`src/rtl/prim_alert_rx_lane.sv`:
```
// Alert receiver lane: decodes the sender's alert pair, acknowledges it, launches pings
// and supports in-band sender reinitialisation.
module prim_alert_rx_lane #(
  parameter bit AsyncOn = 1'b0
) (
  input  logic       clk_i,
  input  logic       rst_i,
  input  logic [1:0] alert_tx_i,   // {alert_p, alert_n}
  output logic [3:0] alert_rx_o,   // {ping_p, ping_n, ack_p, ack_n}
  input  logic       ping_req_i,
  input  logic       init_trig_i,
  output logic       alert_o,
  output logic       ping_ok_o,
  output logic       integ_fail_o
);

  localparam int Stages = AsyncOn ? 2 : 1;

  localparam logic [1:0] StIdle    = 2'd0;
  localparam logic [1:0] StHsAck   = 2'd1;
  localparam logic [1:0] StPause   = 2'd2;
  localparam logic [1:0] StInitReq = 2'd3;

  logic [Stages:0] w_pipe_p;
  logic [Stages:0] w_pipe_n;

  assign w_pipe_p[0] = alert_tx_i[1];
  assign w_pipe_n[0] = alert_tx_i[0];

  // Each stage resets to the idle differential value so the decoder sees a clean pair.
  for (genvar gi = 0; gi < Stages; gi++) begin : g_sync
    logic r_p;
    logic r_n;
    always_ff @(posedge clk_i or posedge rst_i) begin
      if (rst_i) begin
        r_p <= 1'b0;
        r_n <= 1'b1;
      end else begin
        r_p <= w_pipe_p[gi];
        r_n <= w_pipe_n[gi];
      end
    end
    assign w_pipe_p[gi+1] = r_p;
    assign w_pipe_n[gi+1] = r_n;
  end

  logic w_level;
  logic w_sigint;

  assign w_level      = w_pipe_p[Stages];
  assign w_sigint     = (w_pipe_p[Stages] == w_pipe_n[Stages]);
  assign integ_fail_o = w_sigint;

  logic [1:0] r_state;
  logic [1:0] w_state_next;
  logic       r_ping_pending;
  logic       r_ping_p;
  logic       r_ping_n;
  logic       r_ack_p;
  logic       r_ack_n;
  logic       w_alert;
  logic       w_ping_ok;
  logic       w_ping_launch;

  always_comb begin
    w_state_next = r_state;
    w_alert      = 1'b0;
    w_ping_ok    = 1'b0;
    case (r_state)
      StIdle: begin
        if (w_sigint) begin
          w_state_next = StIdle;
        end else if (w_level) begin
          w_state_next = StHsAck;
          if (r_ping_pending) begin
            w_ping_ok = 1'b1;
          end else begin
            w_alert = 1'b1;
          end
        end
      end
      StHsAck: begin
        if (w_sigint) begin
          w_state_next = StIdle;
        end else if (!w_level) begin
          w_state_next = StPause;
        end
      end
      StPause: begin
        w_state_next = StIdle;
      end
      StInitReq: begin
        // Leave only once the sender presents a clean, deasserted pair.
        if (!init_trig_i && !w_sigint && !w_level) begin
          w_state_next = StIdle;
        end
      end
      default: begin
        w_state_next = StIdle;
      end
    endcase
    if (init_trig_i) begin
      w_state_next = StInitReq;
      w_alert      = 1'b0;
      w_ping_ok    = 1'b0;
    end
  end

  assign w_ping_launch = ping_req_i && !r_ping_pending && (r_state != StInitReq);

  always_ff @(posedge clk_i or posedge rst_i) begin
    if (rst_i) begin
      r_state        <= StIdle;
      r_ping_pending <= 1'b0;
      r_ping_p       <= 1'b0;
      r_ping_n       <= 1'b1;
      r_ack_p        <= 1'b0;
      r_ack_n        <= 1'b1;
    end else begin
      r_state <= w_state_next;
      if (w_state_next == StInitReq) begin
        // Both pairs collapse to 00, which the sender reads as a reinit request.
        r_ping_pending <= 1'b0;
        r_ping_p       <= 1'b0;
        r_ping_n       <= 1'b0;
        r_ack_p        <= 1'b0;
        r_ack_n        <= 1'b0;
      end else begin
        if (r_state == StInitReq) begin
          r_ping_p <= 1'b0;
          r_ping_n <= 1'b1;
        end else if (w_ping_launch) begin
          r_ping_p <= ~r_ping_p;
          r_ping_n <= r_ping_p;
        end
        if (w_ping_launch) begin
          r_ping_pending <= 1'b1;
        end else if (w_ping_ok) begin
          r_ping_pending <= 1'b0;
        end
        r_ack_p <= (w_state_next == StHsAck);
        r_ack_n <= (w_state_next != StHsAck);
      end
    end
  end

  assign alert_rx_o = {r_ping_p, r_ping_n, r_ack_p, r_ack_n};
  assign alert_o    = w_alert;
  assign ping_ok_o  = w_ping_ok;

endmodule
```
`config.mk`:
```
export PLATFORM = sky130hd
export DESIGN_NAME = prim_alert_rx_lane
export DESIGN_NICKNAME = d
export VERILOG_FILES = /design/src/rtl/prim_alert_rx_lane.sv
export SDC_FILE = /design/constraint.sdc
export NUM_CORES = 1
export LEC_CHECK = 0
export ABC_AREA = 1
export BUFFER_PORTS_ARGS = -buffer_cell sky130_fd_sc_hd__buf_2
export CAP_MARGIN = 0
export CORE_AREA = 2 2 39 41
export DETAILED_ROUTE_END_ITERATION = 12
export DIE_AREA = 0 0 41 43
export GPL_TIMING_DRIVEN = 0
export SKIP_CTS_REPAIR_TIMING = 1
export SLEW_MARGIN = 5
export SYNTH_ARGS = -nofsm -noshare
export SYNTH_HDL_FRONTEND = slang
export SYNTH_SLANG_ARGS = --single-unit
```
`constraint.sdc`:
```
create_clock -name clk_i -period 1 [get_ports clk_i]
set_input_delay 0.05 -clock clk_i [delete_from_list [all_inputs] [get_ports clk_i]]
set_output_delay 0.05 -clock clk_i [all_outputs]
set_load 0.01 [all_outputs]
```
## Word level (Yosys, flattened, before mapping)

Cells that the tools add are included.

| word-level totals | value |
|---|---|
| register bits | 9 |
| output and inout port bits | 7 |
| logic and storage cells | 56 |

| operators by class | value |
|---|---|
| eq/ne operators | 8 |
| multiplexer cells | 28 |
| bitwise logic cells | 1 |
| reductions and logical operators | 11 |

Operators with widths:

| operator | number |
|---|---|
| 1-bit two-way mux | 21 |
| 2-bit two-way mux | 6 |
| 2-bit case mux with 4 select lines | 1 |
| 2-bit equality test, second input constant | 3 |
| 3-bit nonzero test | 2 |
| 2-bit by 1-bit equality test with 1-bit output, second input constant | 2 |
| 1-bit logical AND | 4 |
| 1-bit zero test | 4 |
| 2-bit zero test | 1 |
| 2-bit by 1-bit inequality test with 1-bit output, second input constant | 1 |
| 2-bit inequality test, second input constant | 1 |
| 1-bit equality test | 1 |
| 1-bit NOT | 1 |

## Depth between registers and ports, before layout

| depth | value |
|---|---|
| word-level depth | 9 |
| depth in mapped cells | 6 |
| mapped depth without buffers | 6 |

## Worst setup path after synthesis

No wires, ideal clock.

| timing path | value |
|---|---|
| path kind | register -> register |
| start | register g_sync[0].r_n |
| end | register r_state[0] |
| library setup time | 0.131 ns |
| data arrival time | 0.789 ns |
| required time | 0.869 ns |
| slack | 0.080 ns |
| cell stages (with the launch flop) | 6 |
| buffers on the path | 0 |
| period minus slack after synthesis | 0.920 ns |
| path through | dfstp_2 inv_1 nand2_1 inv_1 nand2_2 nand3_2 |

| on the way | value |
|---|---|
| longest elaborated chain between the ends | 7 |
| elaborated cells on any way between the ends | 9 |

Ends and longest elaborated chain:

| item | line | text |
|---|---|---|
| from (decl) | 33 | `logic r_n;` |
| from (signal assigned) | 40 | `r_n <= w_pipe_n[gi];` |
| 1-bit equality test * | 51 | `assign w_sigint = (w_pipe_p[Stages] == w_pipe_n[Stages]);` |
| 1-bit zero test | 94 | `if (!init_trig_i && !w_sigint && !w_level) begin` |
| 1-bit logical AND (2 in series) | 94 |  |
| 2-bit two-way mux | 94 |  |
| 2-bit case mux with 4 select lines * | 69 | `case (r_state)` |
| 2-bit two-way mux * | 102 | `if (init_trig_i) begin` |
| via w_state_next[0] | 55 | `logic [1:0] w_state_next;` |
| to (signal assigned) | 113 | `r_state <= StIdle;` |
| to (signal assigned) | 120 | `r_state <= w_state_next;` |
| to (decl) | 54 | `logic [1:0] r_state;` |

Mark *: on every way through the listed nets, which the timed path passes. The rest lies on a longest branch.
A chain may end at the register's enable or synchronous reset.

## Worst setup path after layout

| timing path | value |
|---|---|
| start | register g_sync[0].r_n |
| end | output alert_o |

| on the way | value |
|---|---|
| longest elaborated chain between the ends | 4 |

Ends and longest elaborated chain:

| item | line | text |
|---|---|---|
| 1-bit equality test | 51 |  |
| 1-bit two-way mux | 71 | `if (w_sigint) begin` |
| 1-bit two-way mux | 69 |  |
| 1-bit two-way mux | 102 |  |
| to (decl) | 12 | `output logic alert_o,` |

Every way passes these cells.

==> impl_metrics.tcl <==
set metrics [dict create \
    status "complete, but fails checks" \
    violations "setup timing" \
    grt_use_met2_pct 12.8 \
    multi_input_area_um2 185 \
    max_clock_freq_mhz 788 \
    die_h_um 43 \
    synth_area_um2 469 \
    synth_top_area_cell "dfrtp_1" \
    yosysUniqueCellTypes 16 \
    die_area_um2 1760 \
    io_buffers 12 \
    wirelength_um 723 \
    num_vias 353 \
    finClkSkew_ns 0.00150 \
    grtUsageTotal_pct 9.88 \
    netlist.area_leader.share_pct 32.0 \
    drc 0 \
    grt_max_degree 10 \
    cts.sinks 9 \
    hpwl_um 561 \
    fin_crit_ns 1.27 \
    antenna_found_initial 0 \
    leakagePower_nw 0.367 \
    initialDrtViolationCount 3 \
    clock-root-buffer "clkbuf_4" \
    use_met3_pct 0 \
    seq_area_frac_synth_pct 48.8 \
    synth.avg_cell_area_um2 8.85 \
    place.gp.congestion 0.625 \
    numCtsBuffers 3 \
    firstDrtPassIters 2 \
    vdd_drop_max_v 0.000544 \
    top_usage_layer "met2" \
    synth_area_leaders "dfrtp_1 32%, dfstp_2 17%, inv_1 7.2%, buf_4 6.4%, nand2_1 5.6%" \
    grt_use_met1_pct 12.8 \
    crit_arrival_ns 1.22 \
    fill_cells 143 \
    hold_ws_ns 0.117 \
    ys.flop_type "dfrtp_1" \
    slew_headroom_pct 77.8 \
    worstSetupPathType "reg -> out" \
    pin_count 13 \
    cp.required_ns 0.95 \
    viasPerCell 3.97 \
    grt_pass1_wl_mm 1.11 \
    drive_above_1_share_pct 58.9 \
    crit_fanout 3 \
    syn-num-nets 59 \
    hp-class "in -> reg" \
    antenna_cells 0 \
    pwr_density_cell_nw_per_um2 1380 \
    netlist_instances 53 \
    setup_violations 6 \
    insertion_delay_ns 0.25 \
    grt_overflow_total 0 \
    tightest_slew_ns 0.332 \
    end_kind "primary output" \
    hold_viol_final 0 \
    synth_most_common_cell "inv_1" \
    cts_tree "done" \
    wl_per_cell_um 8.12 \
    synth_common_cells "9 x inv_1, 7 x nand2_1, 6 x dfrtp_1, 5 x nor2_1" \
    htreeDepth 1 \
    nets 80 \
    fin_crit_sh_pct 127 \
    seq_area_um2 229 \
    synthToLayoutAreaGrowth_pct 38.9 \
    grt_pass1_vias 299 \
    maxCapViolations 0 \
    rsz0062_at_grt "yes" \
    rows 14 \
    die_x_um 41 \
    async_flop_share_pct 100 \
    antenna_left 0 \
    setup_ws_ns -0.269 \
    synth.ff_latch_count 9 \
    slew_viol_final 0 \
    clockBufferDepth 2 \
    synth-edff-count 0 \
    core-area_um2 1380 \
    start_util_pct 33.9 \
    setup_tns_ns -0.789 \
    crit_path_start_kind "flip-flop" \
    clkTransAtPathRegs_ns 0.06 \
    yosys_warnings 0 \
]
[registers in the layout, indices dropped and copies added (netlist names)]
name / count
r_state: 2
r_ping_pending: 1
r_ping_n: 1
g_sync.r_p: 1
r_ack_n: 1
g_sync.r_n: 1
r_ping_p: 1
r_ack_p: 1
[worst max-delay path, cell delays in order, from the launching register on]
cell and delay [ns]:
dfstp_2 0.54, inv_2 0.04, nand2_2 0.06, inv_2 0.04, and3_4 0.17, buf_6 0.11
[report_power, final]
part / internal [W] / switching, W / total, W
Clock: 0.000153 / 0.000117 / 0.000270
Sequential: 0.000401 / 0.0000156 / 0.000417
Combinational: 0.0000969 / 0.000114 / 0.000210
[placed cells by master, fill, tap and decap left out]
cell type,synthesis,layout
nand2_4,2,4
buf_6,0,3
a21boi_0,1,1
nand3_2,2,2
dfrtp_1,6,6
buf_4,4,5
nor3_2,1,1
inv_1,9,7
dfstp_2,3,3
and3_4,0,1
inv_2,3,5
nand3_1,1,1
a21oi_1,1,1
nand2_1,7,6
clkbuf_1,0,1
nand2_2,4,3
nor2_1,5,4
dlygate4sd3_1,0,3
nor2_2,3,4
buf_2,0,9
clkbuf_4,0,3
[metal layers]
metal  wire length (um)  share of wire, %  up-vias
li1                   -                 -      195
met1                324                45      147
met2                356                49        9
met3                 25               3.5        2
met4                 17               2.4        0
met5                  0                 0        -
[kinds of logic after synthesis]
family	Yosys count	synth area share (%)
compound gates	2	2.67
buf+inv	16	16.0
flops	9	48.8
simple gates	26	32.5
[path summary, 6_finish.rpt]
kind | depth (start not counted) | from | to | slack, ns
worst min register to register | 3 | r_state[1]$_DFF_PP0_ | r_ack_p$_DFF_PP0_ | 0.54
max in group asynchronous | 3 | rst_i | r_ping_n$_DFFE_PP1P_ | 0.42
worst min-delay path | 4 | init_trig_i | r_ack_n$_DFF_PP1_ | 0.12
worst max-delay path | 5 | g_sync[0].r_n$_DFF_PP1_ | alert_o | -0.27
min in group asynchronous | 3 | rst_i | r_state[1]$_DFF_PP0_ | 0.28
worst max register to register | 6 | g_sync[0].r_n$_DFF_PP1_ | r_state[0]$_DFF_PP0_ | -0.06
[through the flow]
step                setup slack (ns)  area [um2]  util, %  std cells  power, W
floorplan                     0.0799         469        -         53  0.000552
global placement             -0.0466         549     39.7         81  0.000594
detailed placement           -0.0609         549     39.7         81  0.000597
CTS                           -0.349         576     41.6         85  0.000883
global route                  -0.326         652     47.1         89  0.000971
finish                        -0.269         652     47.1         89  0.000897
[cell type report]
class | count | share of cell area (%)
inverter | 12 | 6.91
timing repair buffer | 18 | 20.2
clock buffer | 4 | 4.03
multi-input combinational | 28 | 28.4
sequential | 9 | 35.1
buffer | 2 | 2.30
tap | 16 | 3.07
Note: power is estimated with default switching activity, not from simulation.
